`src/rtl/apb_master_bridge_p.sv`:
```
// APB3/APB4 manager for the NI: pops one request, runs one APB transfer with
// slave decode and ready-timeout, then pushes a tagged response.
module apb_master_bridge_p #(
  parameter int ADDR_W         = 14,
  parameter int DATA_W         = 32,
  parameter int NUM_SLAVES     = 4,
  parameter int ID_W           = 4,
  parameter int TIMEOUT_CYCLES = 256
) (
  input  logic                  PCLK,
  input  logic                  PRESET,
  input  logic                  req_fifo_empty,
  output logic                  req_fifo_rreq,
  input  logic                  req_write,
  input  logic [ADDR_W-1:0]     req_addr,
  input  logic [DATA_W-1:0]     req_wdata,
  input  logic [DATA_W/8-1:0]   req_strb,
  input  logic [ID_W-1:0]       req_id,
  output logic [ADDR_W-1:0]     PADDR,
  output logic [NUM_SLAVES-1:0] PSEL,
  output logic                  PENABLE,
  output logic                  PWRITE,
  output logic [DATA_W-1:0]     PWDATA,
  output logic [DATA_W/8-1:0]   PSTRB,
  input  logic [DATA_W-1:0]     PRDATA,
  input  logic                  PREADY,
  input  logic                  PSLVERR,
  input  logic                  resp_fifo_full,
  output logic                  resp_fifo_wreq,
  output logic [DATA_W-1:0]     resp_rdata,
  output logic                  resp_err,
  output logic                  resp_timeout,
  output logic [ID_W-1:0]       resp_id,
  output logic                  busy
);
  localparam int SEL_W    = (NUM_SLAVES > 1) ? $clog2(NUM_SLAVES) : 1;
  localparam int STRB_W   = DATA_W / 8;
  localparam int CNT_W    = (TIMEOUT_CYCLES > 0) ? $clog2(TIMEOUT_CYCLES + 1) : 1;
  localparam int CNT_LAST = (TIMEOUT_CYCLES > 0) ? TIMEOUT_CYCLES - 1 : 0;

  typedef enum logic [2:0] {IDLE, FETCH, CAPTURE, SETUP, ACCESS, RESP} state_t;

  state_t state, state_nxt;
  logic [CNT_W-1:0]      to_cnt;
  logic [SEL_W-1:0]      sel_idx;
  logic                  sel_ok;
  logic                  to_expired;

  logic                  rreq_d, wreq_d, penable_d, pwrite_d, err_d, tmo_d, busy_d;
  logic [NUM_SLAVES-1:0] psel_d;
  logic [ADDR_W-1:0]     paddr_d;
  logic [DATA_W-1:0]     pwdata_d, rdata_d;
  logic [STRB_W-1:0]     pstrb_d;
  logic [ID_W-1:0]       id_d;

  assign sel_idx    = req_addr[ADDR_W-1 -: SEL_W];
  assign sel_ok     = int'(sel_idx) < NUM_SLAVES;
  assign to_expired = (TIMEOUT_CYCLES != 0) && (to_cnt == CNT_W'(CNT_LAST));

  always_ff @(posedge PCLK) begin
    if (PRESET) state <= IDLE;
    else        state <= state_nxt;
  end

  always_comb begin
    state_nxt = state;
    unique case (state)
      IDLE:    if (!req_fifo_empty) state_nxt = FETCH;
      FETCH:   state_nxt = CAPTURE;
      CAPTURE: state_nxt = sel_ok ? SETUP : RESP;
      SETUP:   state_nxt = ACCESS;
      ACCESS:  if (PREADY || to_expired) state_nxt = RESP;
      RESP:    if (resp_fifo_wreq) state_nxt = IDLE;
      default: state_nxt = IDLE;
    endcase
  end

  // Every output is a register; this block computes its value for the next cycle.
  always_comb begin
    rreq_d    = 1'b0;
    wreq_d    = 1'b0;
    psel_d    = '0;
    penable_d = 1'b0;
    paddr_d   = PADDR;
    pwrite_d  = PWRITE;
    pwdata_d  = PWDATA;
    pstrb_d   = PSTRB;
    rdata_d   = resp_rdata;
    err_d     = resp_err;
    tmo_d     = resp_timeout;
    id_d      = resp_id;
    busy_d    = (state_nxt != IDLE);
    unique case (state)
      IDLE:    rreq_d = (state_nxt == FETCH);
      CAPTURE: begin
        id_d = req_id;
        if (sel_ok) begin
          psel_d   = NUM_SLAVES'(1) << sel_idx;
          paddr_d  = req_addr;
          pwrite_d = req_write;
          pwdata_d = req_wdata;
          pstrb_d  = req_write ? req_strb : '0;
        end else begin
          rdata_d = '0;
          err_d   = 1'b1;
          tmo_d   = 1'b0;
          wreq_d  = !resp_fifo_full;
        end
      end
      SETUP: begin
        psel_d    = PSEL;
        penable_d = 1'b1;
      end
      ACCESS: begin
        if (PREADY) begin
          rdata_d = (!PWRITE && !PSLVERR) ? PRDATA : '0;
          err_d   = PSLVERR;
          tmo_d   = 1'b0;
          wreq_d  = !resp_fifo_full;
        end else if (to_expired) begin
          rdata_d = '0;
          err_d   = 1'b1;
          tmo_d   = 1'b1;
          wreq_d  = !resp_fifo_full;
        end else begin
          psel_d    = PSEL;
          penable_d = 1'b1;
        end
      end
      // Push only once; a push already issued this cycle ends the RESP stay.
      RESP:    wreq_d = !resp_fifo_wreq && !resp_fifo_full;
      default: ;
    endcase
  end

  always_ff @(posedge PCLK) begin
    if (PRESET) begin
      req_fifo_rreq  <= 1'b0;
      resp_fifo_wreq <= 1'b0;
      PSEL           <= '0;
      PENABLE        <= 1'b0;
      PADDR          <= '0;
      PWRITE         <= 1'b0;
      PWDATA         <= '0;
      PSTRB          <= '0;
      resp_rdata     <= '0;
      resp_err       <= 1'b0;
      resp_timeout   <= 1'b0;
      resp_id        <= '0;
      busy           <= 1'b0;
    end else begin
      req_fifo_rreq  <= rreq_d;
      resp_fifo_wreq <= wreq_d;
      PSEL           <= psel_d;
      PENABLE        <= penable_d;
      PADDR          <= paddr_d;
      PWRITE         <= pwrite_d;
      PWDATA         <= pwdata_d;
      PSTRB          <= pstrb_d;
      resp_rdata     <= rdata_d;
      resp_err       <= err_d;
      resp_timeout   <= tmo_d;
      resp_id        <= id_d;
      busy           <= busy_d;
    end
  end

  // Counts ACCESS cycles of the current transfer; saturates instead of wrapping.
  always_ff @(posedge PCLK) begin
    if (PRESET || state_nxt == SETUP)        to_cnt <= '0;
    else if (state == ACCESS && to_cnt != '1) to_cnt <= to_cnt + 1'b1;
  end
endmodule

```
`config.mk`:
```
export PLATFORM = sky130hd
export DESIGN_NAME = apb_master_bridge_p
export DESIGN_NICKNAME = d
export VERILOG_FILES = /design/src/rtl/apb_master_bridge_p.sv
export SDC_FILE = /design/constraint.sdc
export NUM_CORES = 1
export LEC_CHECK = 0
export ABC_AREA = 1
export CAP_MARGIN = 25
export CORE_MARGIN = 4
export CORE_UTILIZATION = 44
export CTS_CLUSTER_SIZE = 40
export DETAILED_ROUTE_END_ITERATION = 8
export PLACE_DENSITY = 0.86
export SLEW_MARGIN = 30
export SYNTH_ARGS = -nofsm -noshare
export SYNTH_HDL_FRONTEND = slang
export SYNTH_SLANG_ARGS = --single-unit
```
`constraint.sdc`:
```
create_clock -name PCLK -period 3.15 [get_ports PCLK]
set_clock_uncertainty 0.05 [all_clocks]
set_input_delay 0.315 -clock PCLK [delete_from_list [all_inputs] [get_ports PCLK]]
set_output_delay 0.315 -clock PCLK [all_outputs]
set_load 0.02 [all_outputs]
```
=== Word level (Yosys, flattened, before mapping) ===
Index checks and enable logic that the tools add are counted.

* Register bits: 109
* Input port bits: 93
* Output and inout port bits: 97
* Logic and storage cells: 64

* $add $sub $neg: 1
* Eq/ne operators: 10
* Shift-type cells: 1
* Mux-type cells: 20
* Bitwise logic cells: 2
* Reductions and logical operators: 15

{| class="wikitable"
|+ Operators by type and width
! cell !! count
|-
| $mux 32 || 3
|-
| $pmux 3 s6 || 1
|-
| $mux 4 || 3
|-
| $pmux 4 s3 || 1
|-
| $add 9x1->9 const B || 1
|-
| $eq 3x2->1 const B || 3
|-
| $eq 9x8->1 const B || 1
|-
| $mux 3 || 3
|-
| $ne 9x9->1 const B || 1
|-
| $mux 1 || 7
|-
| $eq 3x1->1 const B || 2
|-
| $eq 3x3->1 const B || 2
|-
| $logic_not 1->1 || 4
|-
| $pmux 1 s2 || 2
|-
| $reduce_and 2->1 || 2
|-
| $shl 1x2->4 const A || 1
|-
| $logic_and 1x1->1 || 3
|-
| $logic_not 3->1 || 1
|-
| $ne 3x3->1 const B || 1
|-
| $reduce_bool 3->1 || 1
|-
| $logic_or 1x1->1 || 2
|-
| $not 1->1 || 2
|-
| $reduce_bool 2->1 || 1
|-
| $reduce_or 2->1 || 1
|}

=== Longest topological paths before layout ===
Gate-level depths: netlist of the first run.

* Depth after elaboration: 6
* Depth in mapped cells: 13
* Gate-level depth less buffers: 13

=== Least setup slack after synthesis of the first run ===
OpenSTA, ideal clock, no wires.

* Path kind: reg2reg
* Start: register to_cnt[0]
* End: register resp_err
* Library setup time: 0.070 ns
* Data arrival time: 1.897 ns
* Required time: 3.030 ns
* Slack: 1.133 ns
* Stages on the path, launching flop included: 12
* Cell sequence: dfxtp_1 -> ha_1 -> nand2_1 -> nor3_1 -> nand2_1 -> nor2_1 -> ha_1 -> inv_1 -> nand2_1 -> clkbuf_1 -> o211ai_1 -> a21oi_1

* Word-level cells in the longest chain between the ends: 3

{| class="wikitable"
|+ RTL lines
! item !! line !! RTL
|-
| start: declaration || 44 || <nowiki>logic [CNT_W-1:0] to_cnt;</nowiki>
|-
| start signal: assignment || 171 || <nowiki>else if (state == ACCESS && to_cnt != '1) to_cnt <= to_cnt + 1'b1;</nowiki>
|-
| $eq 9x8->1 || 58 || <nowiki>assign to_expired = (TIMEOUT_CYCLES != 0) && (to_cnt == CNT_W'(CNT_LAST));</nowiki>
|-
| $reduce_bool 2->1 (no line) || - ||
|-
| $reduce_and 2->1 (no line) || - ||
|-
| end signal: assignment || 161 || <nowiki>resp_err <= err_d;</nowiki>
|-
| end: declaration || 31 || <nowiki>output logic resp_err,</nowiki>
|}

No other way between the ends.
A chain may end at the register's enable or synchronous reset.

=== Final worst setup path of the first run ===
* Start: register to_cnt[0]
* End: register busy

* Word-level cells in the longest chain between the ends: 5

{| class="wikitable"
|+ RTL lines
! item !! line !! RTL
|-
| $eq 9x8->1 || 58 ||
|-
| $logic_or 1x1->1 || 72 || <nowiki>ACCESS: if (PREADY || to_expired) state_nxt = RESP;</nowiki>
|-
| $mux 3 || 72 ||
|-
| $pmux 3 s6 || 67 || <nowiki>unique case (state)</nowiki>
|-
| $reduce_bool 3->1 || 92 || <nowiki>busy_d = (state_nxt != IDLE);</nowiki>
|-
| end signal: assignment || 164 || <nowiki>busy <= busy_d;</nowiki>
|-
| end: declaration || 34 || <nowiki>output logic busy</nowiki>
|}

No other way between the ends.

==> results of run 1 <==
==> cell families (layout without fill, tap and decap cells) <==
logic type | Yosys count | count (layout) | synth area share, %
buffers and inverters | 59 | 234 | 6.50
AO/OA/AOI/OAI | 103 | 103 | 12.6
AND/OR/NAND/NOR | 252 | 252 | 26.9
flip-flops | 109 | 109 | 52.9
adder cells (fa/ha/maj) | 3 | 3 | 0.911
XOR/XNOR | 1 | 1 | 0.213
==> synth_stat cells <==
cell / n / share of area [%]
sky130_fd_sc_hd__buf_1: 3 / 0.27
sky130_fd_sc_hd__buf_2: 7 / 0.85
sky130_fd_sc_hd__clkbuf_1: 16 / 1.5
sky130_fd_sc_hd__nor3_1: 3 / 0.36
sky130_fd_sc_hd__a21oi_1: 49 / 6.0
sky130_fd_sc_hd__or2_0: 1 / 0.15
sky130_fd_sc_hd__nand2_1: 77 / 7.0
sky130_fd_sc_hd__or3_1: 1 / 0.15
sky130_fd_sc_hd__xnor2_1: 1 / 0.21
sky130_fd_sc_hd__buf_4: 10 / 1.8
sky130_fd_sc_hd__nand3b_1: 1 / 0.18
sky130_fd_sc_hd__o21ai_1: 1 / 0.12
sky130_fd_sc_hd__nor2_8: 1 / 0.49
sky130_fd_sc_hd__ha_1: 3 / 0.91
sky130_fd_sc_hd__nand4_1: 36 / 5.5
sky130_fd_sc_hd__nand2_2: 2 / 0.30
sky130_fd_sc_hd__inv_2: 1 / 0.091
sky130_fd_sc_hd__o211ai_1: 1 / 0.18
sky130_fd_sc_hd__dfxtp_1: 109 / 53
sky130_fd_sc_hd__inv_1: 22 / 2.0
sky130_fd_sc_hd__o21ai_0: 52 / 6.3
sky130_fd_sc_hd__nor2_2: 3 / 0.46
sky130_fd_sc_hd__nand3_2: 1 / 0.24
sky130_fd_sc_hd__and3_1: 1 / 0.15
sky130_fd_sc_hd__nor2_1: 108 / 9.8
sky130_fd_sc_hd__nand3_1: 17 / 2.1
==> power breakdown <==
group | switching [µW] | internal [µW] | leakage [µW] | total, µW
logic | 352 | 315 | 0.00139 | 667
clock network | 476 | 447 | 0.0000985 | 924
registers | 54.4 | 1470 | 0.000884 | 1530
==> critical path, stage by stage (launching register included) <==
cell and delay [ps]:
sky130_fd_sc_hd__dfxtp_1 390, sky130_fd_sc_hd__ha_1 210, sky130_fd_sc_hd__nand2_1 80, sky130_fd_sc_hd__nor3_1 310, sky130_fd_sc_hd__nand2_1 100, sky130_fd_sc_hd__nor2_1 150, sky130_fd_sc_hd__ha_1 180, sky130_fd_sc_hd__inv_1 50
sky130_fd_sc_hd__nand2_1 80, sky130_fd_sc_hd__nand2_2 380, sky130_fd_sc_hd__nand2_1 240, sky130_fd_sc_hd__o21ai_1 90, sky130_fd_sc_hd__nand2_1 90
==> routing by layer <==
metal | up-vias | wire (µm) | GRT usage [%]
li1 | 2087 | - | -
met1 | 1983 | 4960 | 25.6
met2 | 173 | 6040 | 37.4
met3 | 24 | 1220 | 8.59
met4 | 0 | 274 | 7.31
met5 | - | 0 | 0
==> flip-flops by register name, summed over array words and instances, names as in the netlist, 3 cells and up <==
register    cells
PWDATA         32
resp_id         4
state           3
to_cnt          9
resp_rdata     32
PSEL            4
PSTRB           4
PADDR          14
==> area by class of cell <==
cell class / instances / area [µm²]
multi-input combinational: 359 / 1680
clock buffer: 10 / 128
clock inverter: 6 / 87.6
timing repair buffer: 195 / 1950
tap: 111 / 139
inverter: 23 / 86.3
fill: 758 / 2940
sequential: 109 / 2180
==> worst min-delay path by stage <==
| stage | slack, ps | end | startpoint |
|---|---|---|---|
| final | 420 | resp_rdata[21] | resp_rdata[21] |
| after global routing | 440 | resp_rdata[13] | resp_rdata[13] |
| after CTS | 420 | resp_err | resp_err |
| after detailed placement | 400 | to_cnt[5] | to_cnt[5] |
| after global placement | 400 | to_cnt[5] | to_cnt[5] |
| after floorplan | 390 | to_cnt[5] | to_cnt[5] |
==> per-stage QoR <==
step                      area, µm²  setup slack, ps
final                          6260              690
after floorplan                4120             1130
after global routing           6260              294
after global placement         6010              895
after CTS                      6230              674
after detailed placement       6010              730
==> placed cells by master (no fill, tap or decap), types with 2 or more instances in the layout <==
| cell type | n |
|---|---|
| sky130_fd_sc_hd__buf_4 | 5 |
| sky130_fd_sc_hd__nand4_1 | 36 |
| sky130_fd_sc_hd__o21ai_0 | 52 |
| sky130_fd_sc_hd__dfxtp_1 | 109 |
| sky130_fd_sc_hd__clkbuf_8 | 9 |
| sky130_fd_sc_hd__a21oi_1 | 49 |
| sky130_fd_sc_hd__clkinvlp_4 | 3 |
| sky130_fd_sc_hd__nand2_1 | 76 |
| sky130_fd_sc_hd__ha_1 | 3 |
| sky130_fd_sc_hd__nand3_1 | 17 |
| sky130_fd_sc_hd__clkdlybuf4s50_1 | 188 |
| sky130_fd_sc_hd__nor3_1 | 3 |
| sky130_fd_sc_hd__nor2_2 | 3 |
| sky130_fd_sc_hd__inv_1 | 22 |
| sky130_fd_sc_hd__nand2_2 | 3 |
| sky130_fd_sc_hd__bufinv_16 | 2 |
| sky130_fd_sc_hd__nor2_1 | 107 |
==> flow_summary.ini, run 1 <==
[status]
outcome = finished, final reports clean

[route]
wire_per_inst_um = 15.4
firstDrtPassIters = 4
detail_route.wirelength_mm = 12.5
detailroute.via_count = 4267
viasPerCell = 5.25
final_antenna_net_count = 0
initialDrtViolationCount = 145
drc = 0

[place]
placed_cells_incl_taps = 796
globalplace.congestion = 0.828
dp_hpwl_mm = 8.90
port_buffers = 189

[clock_network]
numCtsBuffers = 9
post-cts-setup-buffers = 0
clock_tree.root_cell = sky130_fd_sc_hd__clkbuf_8
cts.sink_count = 109
cts.htree.levels = 3
cts_resized = 0
clk_path_buf_depth = 2
ctsHoldBuffers = 0
clk_pin_slew_worst_paths_ps = 100
clk-insertion-delay-late_ps = 350
cts_tree = yes

[synthesis]
synthDistinctLibCells = 26
syn_inst = 527
seq_area_frac_synth_pct = 52.9
synth_warnings = 0
syn_area_um2 = 4120
postSynthRegisterBits = 109
synth_nets = 623
post_synth.cell_area_avg_um2 = 7.82

[sta]
slew_headroom_pct = 36.8
worst_slew_pin_slew_ps = 947
setup-violations-final = 0
max_freq_ghz = 0.406
report.final.slew_viol_count = 0
finalCriticalPeriod_ps = 2460
hold_ws_ps = 418
final.period_utilization_pct = 78.1
final_number_of_hold_violating_endpoints = 0
setup-tns-final_ps = 0
rsz_0062_raised_after_global_routing = no

[critical_path]
reg2regPathDepth = 12
worstPathRequired_ps = 3410
critical_path.endpoint = busy
crit_path_launch_type = flop
worst_setup_path_end_kind = flop
critPathMaxFanout = 35
timing.critical_path.from = to_cnt[0]
regToRegStartpoint = to_cnt[0]
critical_path_class = reg -> reg
worst_r2r_endpoint = busy
setup.reg_to_reg.worst_slack_ps = 690
timing.critical_path.arrival_ps = 2720

[cells_and_area]
final_nets = 793
antenna_cells = 0
finish.utilization_pct = 68.0
stdcell_count = 813
flow.area_growth_from_synthesis_pct = 51.8
post_route_cells_drive_above_1_share_pct = 4.56

[die]
fp.dieH_um = 105
floorplan.initialDensity_pct = 44.8
floorplan.die.width_um = 105
floorplan.io_pins = 190
rows = 35
dieArea_um2 = 11000
floorplan.core_area_um2 = 9200

[power_and_ir_drop]
static_leakage_uw = 0.00238
worst_ir_drop_vdd_v = 0.000324
power_per_cell_area_nw_per_um2 = 499
p_total_uw = 3120

[global_routing]
grt_overflow = 0
global_routing_usage_summed_across_all_routing_layers_pct = 22.1
number_of_antenna_violations_at_the_first_check_in_global_routing = 0
global_route_wire_length_before_repair_mm = 20.2
first_global_vias = 4181
pin_count_of_the_biggest_net_entering_global_routing = 48

[worst_hold_path]
hold_depth = 2
min_path_type = reg -> reg

[flow_run]
number_of_maximum_capacitance_violations = 0
Note: power is estimated with default switching activity, not from simulation.
==> inputs of run 2 (changes only) <==
CORE_UTILIZATION = 37   (was 44)
PLACE_DENSITY = 0.77   (was 0.86)
clock period = 2.1 ns   (was 3.15 ns; I/O delays follow)
==> run 2 against run 1 <==
Compared with the run above: utilization fell by 8.0 points; register-to-register slack got worse by 640 ps; total power rose by 44%; critical endpoint is now resp_rdata[5].
==> flow_summary.ini, run 2 (same netlist as run 1, synthesis figures left out) <==
[place]
globalplace.congestion = 0.843
dp_hpwl_mm = 9.11
place_ws_ps = -49.3
port_buffers = 189

[die]
floorplan.die.width_um = 114
fp.dieH_um = 114
floorplan.core_area_um2 = 10900
floorplan.initialDensity_pct = 37.9
dieArea_um2 = 12900
floorplan.io_pins = 190
rows = 38

[cells_and_area]
final_nets = 807
reg.largest.list = PWDATA x32, resp_rdata x32, PADDR x14
flow.area_growth_from_synthesis_pct = 58.7
layout.cells.most_common_list = sky130_fd_sc_hd__clkdlybuf4s50_1 (188), sky130_fd_sc_hd__dfxtp_1 (107), sky130_fd_sc_hd__nor2_1 (106), sky130_fd_sc_hd__nand2_1 (71), sky130_fd_sc_hd__o21ai_0 (52)
layout_commonest_cell = sky130_fd_sc_hd__clkdlybuf4s50_1
finish.utilization_pct = 60.1
antenna_cells = 0
post_route_cells_drive_above_1_share_pct = 9.22

[flow_run]
number_of_maximum_capacitance_violations = 0

[route]
final_antenna_net_count = 0
drc = 0
detailroute.via_count = 4266
wire_per_inst_um = 15.2
initialDrtViolationCount = 249
firstDrtPassIters = 4
viasPerCell = 4.98
detail_route.wirelength_mm = 13.0

[critical_path]
timing.critical_path.arrival_ps = 2230
max_stage_delay_on_crit_path_ps = 390
critical_path_class = reg -> reg
worstPathRequired_ps = 2280
crit_slowest_cell = sky130_fd_sc_hd__dfxtp_4
crit_path_launch_type = flop
critPathMaxFanout = 9
crit_path_cell_trace = ha_4 -> nand2_4 -> nor3_4 -> nand2_1 -> nor2_2 -> ha_2 -> inv_2 -> nand2_4 -> nand2_8 -> buf_12 -> nand2_1 -> a21oi_2
worst_setup_path_end_kind = flop

[global_routing]
grt.met2_usage_pct = 32.5
global_routing_usage_summed_across_all_routing_layers_pct = 19.0
first_global_vias = 4251
grt.met3_usage_pct = 10.2
number_of_antenna_violations_at_the_first_check_in_global_routing = 0
grt.met1_usage_pct = 20.7
global_route_wire_length_before_repair_mm = 20.1
grt_overflow = 0
globalRoute.busiestLayer = met2
pin_count_of_the_biggest_net_entering_global_routing = 57

[worst_hold_path]
min_path_type = in -> reg

[sta]
final_number_of_hold_violating_endpoints = 0
max_freq_ghz = 0.488
final.period_utilization_pct = 97.6
slew_headroom_pct = 64.5
layout_setup_ws_ps = 50.9
rsz_0062_raised_after_global_routing = yes
finalCriticalPeriod_ps = 2050
report.final.slew_viol_count = 0
worst_slew_pin_slew_ps = 533
setup-violations-final = 0

[status]
outcome = finished, final reports clean

[clock_network]
numCtsBuffers = 9
clk-insertion-delay-late_ps = 360
cts.sink_count = 109
clk_path_buf_depth = 2
cts_tree = yes
cts.htree.levels = 3
clk_pin_slew_worst_paths_ps = 100
clock_tree.root_cell = sky130_fd_sc_hd__clkbuf_8

[power_and_ir_drop]
static_leakage_uw = 0.00252
power_per_cell_area_nw_per_um2 = 687
p_total_uw = 4490
worst_ir_drop_vdd_v = 0.000398
==> run 2: cell types whose count changed in the layout (fill, tap and decap cells not counted), sizes merged <==
cell / delta
inv: +5
clkbuf: +2
clkinvlp: -3
bufinv: -2
buf: +11
clkinv: +1
==> run 2: worst paths after layout <==
check / start / endpoint / slack, ps / cells after the start
worst min-delay path: PRESET / busy / 240 / 4
worst max register to register: to_cnt[1] / resp_rdata[5] / 50 / 12
worst min register to register: resp_timeout / resp_timeout / 420 / 2
worst max-delay path: to_cnt[1] / resp_rdata[5] / 50 / 12
==> run 2: what timing repair did <==
action | 4_1_cts | 5_1_grt
resized for setup | 1 | 33
gates cloned | 0 | 3
hold buffers | 0 | 0
pin swaps | 0 | 7
setup buffers | 0 | 3
endpoints found under the setup margin | 36 | 39
==> run 2: through the flow <==
stage	hold WS, ps	TNS (ps)	cells	cell area [µm²]
global route	257	-2530	856	6540
detailed placement	406	-654	834	6140
finish	237	0	856	6540
global placement	397	0	834	6140
CTS	215	0	850	6320
floorplan	295	0	527	4120
==> run 2: final cells by class <==
type | instances | area [µm²]
Fill cell | 946 | 4350
Sequential cell | 109 | 2190
Timing Repair Buffer | 209 | 2140
Multi-Input combinational cell | 359 | 1770
Tap cell | 140 | 175
Clock buffer | 9 | 124
Inverter | 23 | 86.3
Clock inverter | 7 | 53.8
==> run 2: critical path: cells and delay by family, from the launching register on <==
| kind | cells | cell delay (ps) |
|---|---|---|
| compound gates | 1 | 70 |
| fa+ha+maj | 2 | 370 |
| buf+inv | 2 | 210 |
| flops | 1 | 390 |
| simple gates | 7 | 810 |
==> run 2: where the power goes <==
group	internal (µW)	switching (µW)	total [µW]
registers	2210	80.0	2290
logic	487	534	1020
clock network	450	735	1180
==> run 2: metal layers <==
layer | part of all wire [%] | vias up
li1 | - | 2115
met1 | 38 | 1968
met2 | 49 | 173
met3 | 12 | 10
met4 | 1.1 | 0
met5 | 0 | -
